**src/rtl/search_sweep_ctrl_if.sv**
```systemverilog
// search_sweep_ctrl_if: seq/e handshake bundle between the sweep controller and the search core
//   master (controller): drives o_core_rst, o_offset, o_seq, o_valid, o_ready
//   slave  (core):       drives i_ready, i_e, i_valid
interface search_sweep_ctrl_if #(
   parameter int SEQ_WIDTH = 8,
   parameter int E_WIDTH   = 16,
   parameter int OFS_WIDTH = 7
);
   logic                 o_core_rst;
   logic [OFS_WIDTH-1:0] o_offset;
   logic [SEQ_WIDTH-1:0] o_seq;
   logic                 o_valid;
   logic                 i_ready;
   logic [E_WIDTH-1:0]   i_e;
   logic                 i_valid;
   logic                 o_ready;
   modport master (output o_core_rst, o_offset, o_seq, o_valid, o_ready, input i_ready, i_e, i_valid);
   modport slave  (input o_core_rst, o_offset, o_seq, o_valid, o_ready, output i_ready, i_e, i_valid);
endinterface

```
**src/rtl/search_sweep_ctrl.sv**
```systemverilog
// search_sweep_ctrl: steps the search core over an offset range and keeps the minimum e result
//   wb_clk_i, wb_rst_ni          clock, asynchronous active-low reset
//   i_start, i_abort             sweep start / cancel pulses
//   i_ofs_first, i_ofs_last, i_seq  sweep range (inclusive) and seq beat, sampled at i_start
//   o_busy, o_done               sweep in progress / one-cycle completion pulse
//   o_best_e, o_best_ofs, o_count   minimum e, its offset, results collected
//   o_timeout                    sticky step timeout (only with SWEEP_TIMEOUT_EN, else 0)
//   core                         seq/e handshake to the core (search_sweep_ctrl_if.master)
// Optional feature macro: SWEEP_TIMEOUT_EN adds the TIMEOUT_CYCLES parameter and a WAIT-state limit.
module search_sweep_ctrl #(
   parameter int SEQ_WIDTH  = 8,
   parameter int E_WIDTH    = 16,
   parameter int OFS_WIDTH  = 7,
   parameter int RST_CYCLES = 2
`ifdef SWEEP_TIMEOUT_EN
   , parameter int TIMEOUT_CYCLES = 255
`endif
) (
   input  logic                 wb_clk_i,
   input  logic                 wb_rst_ni,
   input  logic                 i_start,
   input  logic                 i_abort,
   input  logic [OFS_WIDTH-1:0] i_ofs_first,
   input  logic [OFS_WIDTH-1:0] i_ofs_last,
   input  logic [SEQ_WIDTH-1:0] i_seq,
   output logic                 o_busy,
   output logic                 o_done,
   output logic [E_WIDTH-1:0]   o_best_e,
   output logic [OFS_WIDTH-1:0] o_best_ofs,
   output logic [OFS_WIDTH:0]   o_count,
   output logic                 o_timeout,
   search_sweep_ctrl_if.master  core
);
   localparam logic [2:0] S_IDLE  = 3'd0;
   localparam logic [2:0] S_RST   = 3'd1;
   localparam logic [2:0] S_ISSUE = 3'd2;
   localparam logic [2:0] S_WAIT  = 3'd3;
   localparam logic [2:0] S_DONE  = 3'd4;
   localparam int RW = $clog2(RST_CYCLES + 1);
   localparam logic [RW-1:0] RST_LAST = RW'(RST_CYCLES - 1);
   logic [2:0]           state;
   logic [RW-1:0]        rst_cnt;
   logic [OFS_WIDTH-1:0] ofs_last;
   logic                 abort_rst;
   logic                 timeout_hit;
   logic                 step;
   logic [E_WIDTH-1:0]   e_eff;
   assign core.o_core_rst = (state == S_RST) | abort_rst;
   assign core.o_valid    = state == S_ISSUE;
   assign core.o_ready    = state == S_WAIT;
   assign o_busy          = state != S_IDLE;
   assign o_done          = state == S_DONE;
   // A timed-out step is scored as all ones, which can never beat the current best.
   assign step  = (state == S_WAIT) & (core.i_valid | timeout_hit);
   assign e_eff = core.i_valid ? core.i_e : '1;
`ifdef SWEEP_TIMEOUT_EN
   localparam int TW = $clog2(TIMEOUT_CYCLES + 1);
   logic [TW-1:0] wait_cnt;
   // Held at zero outside WAIT, so it is already clear on WAIT entry.
   always_ff @(posedge wb_clk_i or negedge wb_rst_ni)
      if (!wb_rst_ni) wait_cnt <= '0;
      else wait_cnt <= (state == S_WAIT) ? wait_cnt + TW'(1) : '0;
   assign timeout_hit = wait_cnt == TW'(TIMEOUT_CYCLES - 1);
`else
   assign timeout_hit = 1'b0;
`endif
   always_ff @(posedge wb_clk_i or negedge wb_rst_ni) begin
      if (!wb_rst_ni) begin
         state         <= S_IDLE;
         rst_cnt       <= '0;
         ofs_last      <= '0;
         abort_rst     <= 1'b0;
         core.o_offset <= '0;
         core.o_seq    <= '0;
         o_best_e      <= '1;
         o_best_ofs    <= '0;
         o_count       <= '0;
         o_timeout     <= 1'b0;
      end else begin
         abort_rst <= 1'b0;
         if (i_abort && state != S_IDLE) begin
            state     <= S_IDLE;
            abort_rst <= 1'b1;
         end else begin
            case (state)
               S_IDLE: if (i_start) begin
                  core.o_seq    <= i_seq;
                  core.o_offset <= i_ofs_first;
                  ofs_last      <= i_ofs_last;
                  rst_cnt       <= '0;
                  o_count       <= '0;
                  o_timeout     <= 1'b0;
                  o_best_e      <= '1;
                  o_best_ofs    <= i_ofs_first;
                  state         <= (i_ofs_first > i_ofs_last) ? S_DONE : S_RST;
               end
               S_RST: begin
                  rst_cnt <= (rst_cnt == RST_LAST) ? '0 : rst_cnt + RW'(1);
                  if (rst_cnt == RST_LAST) state <= S_ISSUE;
               end
               S_ISSUE: if (core.i_ready) state <= S_WAIT;
               S_WAIT: if (step) begin
                  o_count <= o_count + (OFS_WIDTH+1)'(1);
                  if (!core.i_valid) o_timeout <= 1'b1;
                  if (e_eff < o_best_e) begin
                     o_best_e   <= e_eff;
                     o_best_ofs <= core.o_offset;
                  end
                  // Equality exit keeps the offset from wrapping at the top of the range.
                  if (core.o_offset == ofs_last) state <= S_DONE;
                  else begin
                     core.o_offset <= core.o_offset + OFS_WIDTH'(1);
                     state         <= S_RST;
                  end
               end
               default: state <= S_IDLE;
            endcase
         end
      end
   end
endmodule

```
**src/flat_wrapper.sv**
```systemverilog
// flat-port wrapper written by rule: the top's interface ports become plain ports
module search_sweep_ctrl_flat 
#(
   parameter int SEQ_WIDTH  = 8,
   parameter int E_WIDTH    = 16,
   parameter int OFS_WIDTH  = 7,
   parameter int RST_CYCLES = 2

)
  (wb_clk_i, wb_rst_ni, i_start, i_abort, i_ofs_first, i_ofs_last, i_seq, o_busy, o_done, o_best_e, o_best_ofs, o_count, o_timeout, core_o_core_rst, core_o_offset, core_o_seq, core_o_valid, core_o_ready, core_i_ready, core_i_e, core_i_valid);
  search_sweep_ctrl_if #(.SEQ_WIDTH(SEQ_WIDTH), .E_WIDTH(E_WIDTH), .OFS_WIDTH(OFS_WIDTH)) core_i ();
  input  logic wb_clk_i;
  input  logic wb_rst_ni;
  input  logic i_start;
  input  logic i_abort;
  input  logic [OFS_WIDTH-1:0] i_ofs_first;
  input  logic [OFS_WIDTH-1:0] i_ofs_last;
  input  logic [SEQ_WIDTH-1:0] i_seq;
  output logic o_busy;
  output logic o_done;
  output logic [E_WIDTH-1:0] o_best_e;
  output logic [OFS_WIDTH-1:0] o_best_ofs;
  output logic [OFS_WIDTH:0] o_count;
  output logic o_timeout;
  output wire logic [$bits(core_i.o_core_rst)-1:0] core_o_core_rst;
  output wire logic [$bits(core_i.o_offset)-1:0] core_o_offset;
  output wire logic [$bits(core_i.o_seq)-1:0] core_o_seq;
  output wire logic [$bits(core_i.o_valid)-1:0] core_o_valid;
  output wire logic [$bits(core_i.o_ready)-1:0] core_o_ready;
  input wire logic [$bits(core_i.i_ready)-1:0] core_i_ready;
  input wire logic [$bits(core_i.i_e)-1:0] core_i_e;
  input wire logic [$bits(core_i.i_valid)-1:0] core_i_valid;
  assign core_o_core_rst = core_i.o_core_rst;
  assign core_o_offset = core_i.o_offset;
  assign core_o_seq = core_i.o_seq;
  assign core_o_valid = core_i.o_valid;
  assign core_o_ready = core_i.o_ready;
  assign core_i.i_ready = core_i_ready;
  assign core_i.i_e = core_i_e;
  assign core_i.i_valid = core_i_valid;
  search_sweep_ctrl #(.SEQ_WIDTH(SEQ_WIDTH), .E_WIDTH(E_WIDTH), .OFS_WIDTH(OFS_WIDTH), .RST_CYCLES(RST_CYCLES)) u_core (.wb_clk_i(wb_clk_i), .wb_rst_ni(wb_rst_ni), .i_start(i_start), .i_abort(i_abort), .i_ofs_first(i_ofs_first), .i_ofs_last(i_ofs_last), .i_seq(i_seq), .o_busy(o_busy), .o_done(o_done), .o_best_e(o_best_e), .o_best_ofs(o_best_ofs), .o_count(o_count), .o_timeout(o_timeout), .core(core_i));
endmodule
```
**config.mk**
```make
export PLATFORM = sky130hd
export DESIGN_NAME = search_sweep_ctrl_flat
export DESIGN_NICKNAME = d
export VERILOG_FILES = /design/src/rtl/search_sweep_ctrl_if.sv /design/src/rtl/search_sweep_ctrl.sv /design/src/flat_wrapper.sv
export SDC_FILE = /design/constraint.sdc
export NUM_CORES = 1
export LEC_CHECK = 0
export CAP_MARGIN = 20
export CORE_MARGIN = 8
export CORE_UTILIZATION = 44
export CTS_CLUSTER_DIAMETER = 200
export DETAILED_ROUTE_END_ITERATION = 8
export PLACE_DENSITY_LB_ADDON = 0.15
export SLEW_MARGIN = 20
export SYNTH_ARGS = -nofsm -noshare
export SYNTH_HDL_FRONTEND = slang
export SYNTH_SLANG_ARGS = --single-unit
```
**constraint.sdc**
```tcl
create_clock -name wb_clk_i -period 2.01 [get_ports wb_clk_i]
set_input_delay 0.3015 -clock wb_clk_i [delete_from_list [all_inputs] [get_ports wb_clk_i]]
set_output_delay 0.3015 -clock wb_clk_i [all_outputs]
set_load 0.02 [all_outputs]
```
==> flow_summary.json, run 1 <==
{
  "outcome": "complete, but fails checks",
  "violations": "setup timing",
  "grt_pass1_vias": 3394,
  "critPathMaxFanout": 5,
  "ant_nets": 0,
  "grt_max_degree": 61,
  "vias": 3303,
  "clkLatencyLatePin_ns": 0.34,
  "n_antenna_cell": 0,
  "rr_startpoint": "u_core.o_best_e[9]$_DFFE_PN1P_",
  "fmax_mhz": 454,
  "worst_slack_ns": -0.195,
  "drv_cap": 0,
  "clkTransAtPathRegs_ns": 0.08,
  "synth_top_area_share": 0.308,
  "drt-pass1-iter-count": 4,
  "timing.rr.end": "u_core.o_best_ofs[1]$_DFFE_PN0P_",
  "fp.dieArea_mm2": 0.0113,
  "setup_viol": 20,
  "fill_cells": 628,
  "wl_per_cell_um": 16.0,
  "syn_nets": 452,
  "slew_headroom": 0.771,
  "post-route-drc-count": 0,
  "cts_tree": "built",
  "period_share": 1.10,
  "final_area_mm2": 0.00552,
  "r2r_slack_ns": -0.19,
  "layout-drive-gt1-share": 0.272,
  "p_leak_uw": 0.00260,
  "cp-end-kind": "flop",
  "tritoncts.num_buffers": 9,
  "slew_viol_final": 0,
  "powerDensity_mw_per_mm2": 1120,
  "cts.sinks": 60,
  "clockBufferDepth": 2,
  "gr-usage-all-layers": 0.185,
  "start_kind": "flop",
  "min_period_ns": 2.20,
  "gp_congestion": 0.823,
  "ys_seq_elements": 60,
  "synth_ff_type": "dfrtp_1",
  "finalNonFillerCells": 642,
  "fin_skew_ns": 0.0120,
  "syn_area_mm2": 0.00357,
  "critPathKind": "reg2reg",
  "drtIter0Drc": 146,
  "ys_seq_area_frac": 0.426,
  "grt-ovfl-total": 0,
  "ys_top_cells_by_area": "dfrtp_1 31%, dfstp_2 12%, ha_1 8.4%",
  "yosysMostFrequentCell": "nand2_1",
  "grt_pass1_wl_um": 16700,
  "ir_worst_vdd_mv": 0.471,
  "dp.cells": 612,
  "yosysUniqueCellTypes": 53,
  "vias_per_cell": 5.14,
  "fp.dieH_um": 106,
  "synth-edff-count": 0,
  "synthArstFlopShare": 1.00,
  "htree_levels": 3,
  "io_buffers": 95,
  "syn2layout_area_growth_pct": 54.4,
  "critPathRequiredTime_ns": 2.24,
  "worst_pin_slew_ns": 0.342,
  "arrival_ns": 2.43,
  "antenna_found_initial": 0,
  "syn_area_per_cell_um2": 9.30,
  "rows": 33,
  "rsz0062_at_grt": "yes",
  "die_w_um": 106,
  "fin_nets": 600,
  "pin_count": 96,
  "start_util": 0.444,
  "postLayoutCoreUtil": 0.685,
  "r2r_cells": 9,
  "final_hold_viol_count": 0,
  "hold_path.class": "in2async",
  "yosys_warnings": 0,
  "place_area_mm2": 0.00500,
  "syn_inst": 384,
  "synth_top_area_cell": "dfrtp_1",
  "yosys-top-cells-count": "66 x nand2_1, 44 x dfrtp_1, 31 x nor2_1, 25 x inv_1, 24 x ha_1",
  "drt-total-wl_um": 10300,
  "core_mm2": 0.00805,
  "dp_hpwl_um": 7310,
  "cts-root-buf": "clkbuf_8"
}
## per-stage QoR
stage	power [µW]	hold slack (ns)	setup TNS (ns)	worst slack, ns
floorplan	3530	0.00591	-1.90	-0.203
global placement	4690	0.335	-20.29	-0.794
detailed placement	4760	0.336	-22.55	-0.912
CTS	6170	0.465	-3.87	-0.206
global route	6550	0.490	-4.91	-0.278
finish	6170	0.478	-2.98	-0.195
## worst max path at each step
stage          depth (start not counted)                          endpoint                             from
5_1_grt                                9  u_core.o_best_ofs[1]$_DFFE_PN0P_   u_core.o_best_e[9]$_DFFE_PN1P_
6_report                               9  u_core.o_best_ofs[1]$_DFFE_PN0P_   u_core.o_best_e[9]$_DFFE_PN1P_
3_3_place_gp                           9  u_core.o_best_ofs[6]$_DFFE_PN0P_                     core_i_valid
2_1_floorplan                          8  u_core.o_best_ofs[1]$_DFFE_PN0P_  u_core.o_best_e[13]$_DFFE_PN1P_
3_5_place_dp                          10    u_core.o_best_e[3]$_DFFE_PN1P_                     core_i_valid
4_1_cts                               10    u_core.o_best_e[4]$_DFFE_PN1P_   u_core.o_best_e[3]$_DFFE_PN1P_
## worst max-delay path, cell delays in order, from the launching register on
cell and delay (ns):
dfstp_2 0.54, inv_2 0.05, ha_4 0.21, a211oi_2 0.22, o22ai_2 0.15, nor4_4 0.21, a31oi_4 0.13, buf_4 0.16
buf_12 0.13, mux2_4 0.29
## area by class of cell
cell class | instances | area, µm² | area share
clock buffers | 11 | 141 | 0.0256
well taps | 105 | 131 | 0.0238
inverters | 27 | 101 | 0.0184
multi-input cells | 280 | 2110 | 0.382
flip-flops and latches | 60 | 1520 | 0.276
repair buffers | 154 | 1460 | 0.265
clock inverters | 5 | 52.6 | 0.00953
## sequential cells by signal (all words and copies together), names as in the netlist
register              count
u_core.o_timeout          1
u_core.abort_rst          1
u_core.core.o_offset      7
u_core.state              3
u_core.o_best_e          16
u_core.rst_cnt            2
u_core.o_best_ofs         7
u_core.core.o_seq         8
u_core.ofs_last           7
u_core.o_count            8
## kinds of logic after synthesis
logic type | after synthesis | share of synthesized area
AOI/OAI and AO/OA | 61 | 0.113
xor gates and xnor gates | 14 | 0.0343
adders and majority gates | 24 | 0.0841
buffers and inverters | 44 | 0.0511
DFF | 60 | 0.426
muxes | 24 | 0.0757
and+or+nand+nor | 157 | 0.216
## where the power goes
group | total, µW | internal, µW | switching [µW]
sequential | 1930 | 1570 | 361
combinational | 3130 | 1640 | 1500
clock | 1110 | 601 | 506
total | 6170 | 3810 | 2360
## cell usage in the layout (no fill, tap or decap), types with 3 or more instances in the layout
| master | Yosys | final |
|---|---|---|
| a211oi_1 | 5 | 3 |
| a21o_1 | 3 | 3 |
| a21oi_1 | 13 | 12 |
| a22o_1 | 4 | 4 |
| and3_1 | 5 | 4 |
| buf_12 | 0 | 5 |
| buf_4 | 1 | 48 |
| buf_6 | 1 | 5 |
| clkbuf_8 | 0 | 10 |
| clkdlybuf4s50_1 | 0 | 88 |
| clkinv_2 | 0 | 3 |
| dfrtp_1 | 44 | 42 |
| dfstp_2 | 16 | 16 |
| dlygate4sd2_1 | 0 | 3 |
| ha_1 | 24 | 14 |
| ha_4 | 0 | 8 |
| inv_1 | 25 | 18 |
| inv_2 | 2 | 9 |
| mux2_4 | 5 | 8 |
| mux2i_1 | 15 | 13 |
| nand2_1 | 66 | 65 |
| nand2b_1 | 19 | 16 |
| nand2b_4 | 0 | 3 |
| nand3_1 | 7 | 7 |
| nand3b_1 | 5 | 5 |
| nand4_1 | 6 | 6 |
| nor2_1 | 31 | 30 |
| nor2b_1 | 4 | 4 |
| o21ai_0 | 17 | 14 |
| xnor2_1 | 8 | 8 |
| xor2_1 | 6 | 6 |
## layer usage
metal,global-route usage,vias up,share of wire,routed length (µm)
li1,-,1616,-,-
met1,0.230,1565,0.43,4460
met2,0.302,101,0.49,5080
met3,0.0472,21,0.052,533
met4,0.0724,0,0.021,221
met5,0,-,0,0
## repair_timing
item	4_1_cts	5_1_grt
setup endpoints to repair	31	36
gates cloned	1	0
hold buffers	1	0
pin swaps	12	1
endpoints found under the hold margin	44	0
setup buffers	11	4
resized for setup	30	22
(Power assumes the default switching activity.)
==> run 2, diff against run 1 <==
==> constraint.sdc (replaced) <==
create_clock -name wb_clk_i -period 2 [get_ports wb_clk_i]
set_input_delay 0.3 -clock wb_clk_i [delete_from_list [all_inputs] [get_ports wb_clk_i]]
set_output_delay 0.3 -clock wb_clk_i [all_outputs]
set_load 0.02 [all_outputs]
==> flow_summary.json, run 2 (synthesized netlist as in run 1, its figures left out) <==
{
  "outcome": "complete, but fails checks",
  "violations": "setup timing",
  "ant_nets": 0,
  "grt_max_degree": 61,
  "r2r_slack_ns": -0.14,
  "io_buffers": 95,
  "clkTransAtPathRegs_ns": 0.07,
  "powerDensity_mw_per_mm2": 1100,
  "grt.busiest_layer": "met2",
  "arrival_ns": 2.36,
  "final_common_cell": "clkdlybuf4s50_1",
  "critPathKind": "in2reg",
  "grt_pass1_vias": 3550,
  "rsz0062_at_grt": "yes",
  "worst_slack_ns": -0.141,
  "reg_top3": "u_core.o_best_e x16, u_core.core.o_seq x8, u_core.o_count x8",
  "final.setup.tns_ns": -1.61,
  "min_period_ns": 2.14,
  "start_kind": "primary input",
  "met2_usage": 0.318,
  "rows": 33,
  "gr-usage-all-layers": 0.191,
  "period_share": 1.07,
  "setup_viol": 19,
  "grt_pass1_wl_um": 17500,
  "n_antenna_cell": 0,
  "clockBufferDepth": 2,
  "cp-end-kind": "flop",
  "timing.hold.worst_path_depth": 2,
  "antenna_found_initial": 0,
  "start_util": 0.444,
  "p_leak_uw": 0.00258,
  "fmax_mhz": 467,
  "syn2layout_area_growth_pct": 55.3,
  "grt-ovfl-total": 0,
  "vias": 3321,
  "regMostFlops": "u_core.o_best_e",
  "ir_worst_vdd_mv": 0.509,
  "cts.sinks": 60,
  "worst_pin_slew_ns": 0.338,
  "fin_skew_ns": 0.0175,
  "wl_per_cell_um": 16.3,
  "clkLatencyLatePin_ns": 0.34,
  "postLayoutCoreUtil": 0.689,
  "vias_per_cell": 5.16,
  "power.total_uw": 6110,
  "tritoncts.num_buffers": 9,
  "drv_cap": 0,
  "cts_tree": "built",
  "fin_nets": 601,
  "critPathMaxFanout": 9,
  "fp.dieH_um": 106,
  "die_w_um": 106,
  "critPathRequiredTime_ns": 2.22,
  "final_area_mm2": 0.00555,
  "cts-root-buf": "clkbuf_8",
  "pin_count": 96,
  "grt_use_met1": 0.234,
  "post-route-drc-count": 0,
  "layout-drive-gt1-share": 0.279,
  "slew_headroom": 0.774,
  "r2r_cells": 8,
  "core_mm2": 0.00805,
  "drt-pass1-iter-count": 4,
  "gp_congestion": 0.819,
  "largest_reg_flops": 16,
  "dp_hpwl_um": 7480,
  "grt_use_met3": 0.0490,
  "drtIter0Drc": 148,
  "final_hold_viol_count": 0,
  "drt-total-wl_um": 10500,
  "fp.dieArea_mm2": 0.0113,
  "htree_levels": 3,
  "place_area_mm2": 0.00503,
  "final_cell_mix": "88 x clkdlybuf4s50_1, 65 x nand2_1, 51 x buf_4, 41 x dfrtp_1, 30 x nor2_1",
  "slew_viol_final": 0,
  "hold_path.class": "reg2reg"
}
## run 2: changes by cell type in the layout (fill, tap and decap cells not counted), sizes merged
cell and change:
clkinv -2, buf +1, clkbuf +1, clkdlybuf4s15 +1, clkinvlp -1, dlygate4sd2 +1
## run 2: report_power, final
part,leakage [µW],internal (µW),switching (µW)
registers,0.000718,1580,362
clock network,0.0000947,611,475
logic,0.00177,1580,1500
total,0.00258,3770,2340
## run 2: area by class of cell
type	instances	area, µm²
well taps	105	131
flip-flops and latches	60	1530
clock buffers	14	153
multi-input cells	280	2150
repair buffers	155	1450
clock inverters	2	35.0
fillers	649	2500
inverters	27	101
## run 2: per-stage QoR
step	cells	hold WS (ns)	worst slack, ns
floorplan	384	0.00441	-0.213
global placement	618	0.334	-0.801
detailed placement	618	0.336	-0.861
CTS	643	0.476	-0.167
global route	643	0.490	-0.197
finish	643	0.476	-0.141
## run 2: worst paths after layout
kind | from | end
hold reg to reg | u_core.core.o_seq[0]$_DFFE_PN0P_ | u_core.core.o_seq[0]$_DFFE_PN0P_
setup reg to reg | u_core.o_best_e[9]$_DFFE_PN1P_ | u_core.o_best_ofs[5]$_DFFE_PN0P_
hold / removal | u_core.core.o_seq[0]$_DFFE_PN0P_ | u_core.core.o_seq[0]$_DFFE_PN0P_
min in group asynchronous | wb_rst_ni | u_core.o_best_ofs[1]$_DFFE_PN0P_
setup / recovery | core_i_e[3] | u_core.o_best_ofs[6]$_DFFE_PN0P_
max in group asynchronous | wb_rst_ni | u_core.o_best_e[12]$_DFFE_PN1P_
## run 2: routing by layer
metal,wire length (µm),share of wire
met1,4680,0.45
met2,5120,0.49
met3,491,0.047
met4,219,0.021
met5,0,0
## run 2: worst max-delay path: stages
cell	delay, ns
clkdlybuf4s50_1	0.41
nand2b_1	0.21
ha_4	0.29
o211ai_1	0.09
o21ai_1	0.16
nand4_1	0.16
a31oi_4	0.24
buf_12	0.18
mux2_2	0.33
## run 2: timing repair
item                                    CTS  global route
setup buffers                            10             2
hold buffers                              1             0
pin swaps                                 7             3
endpoints found under the setup margin   29            40
endpoints found under the hold margin    44             0
resized for setup                        35            24
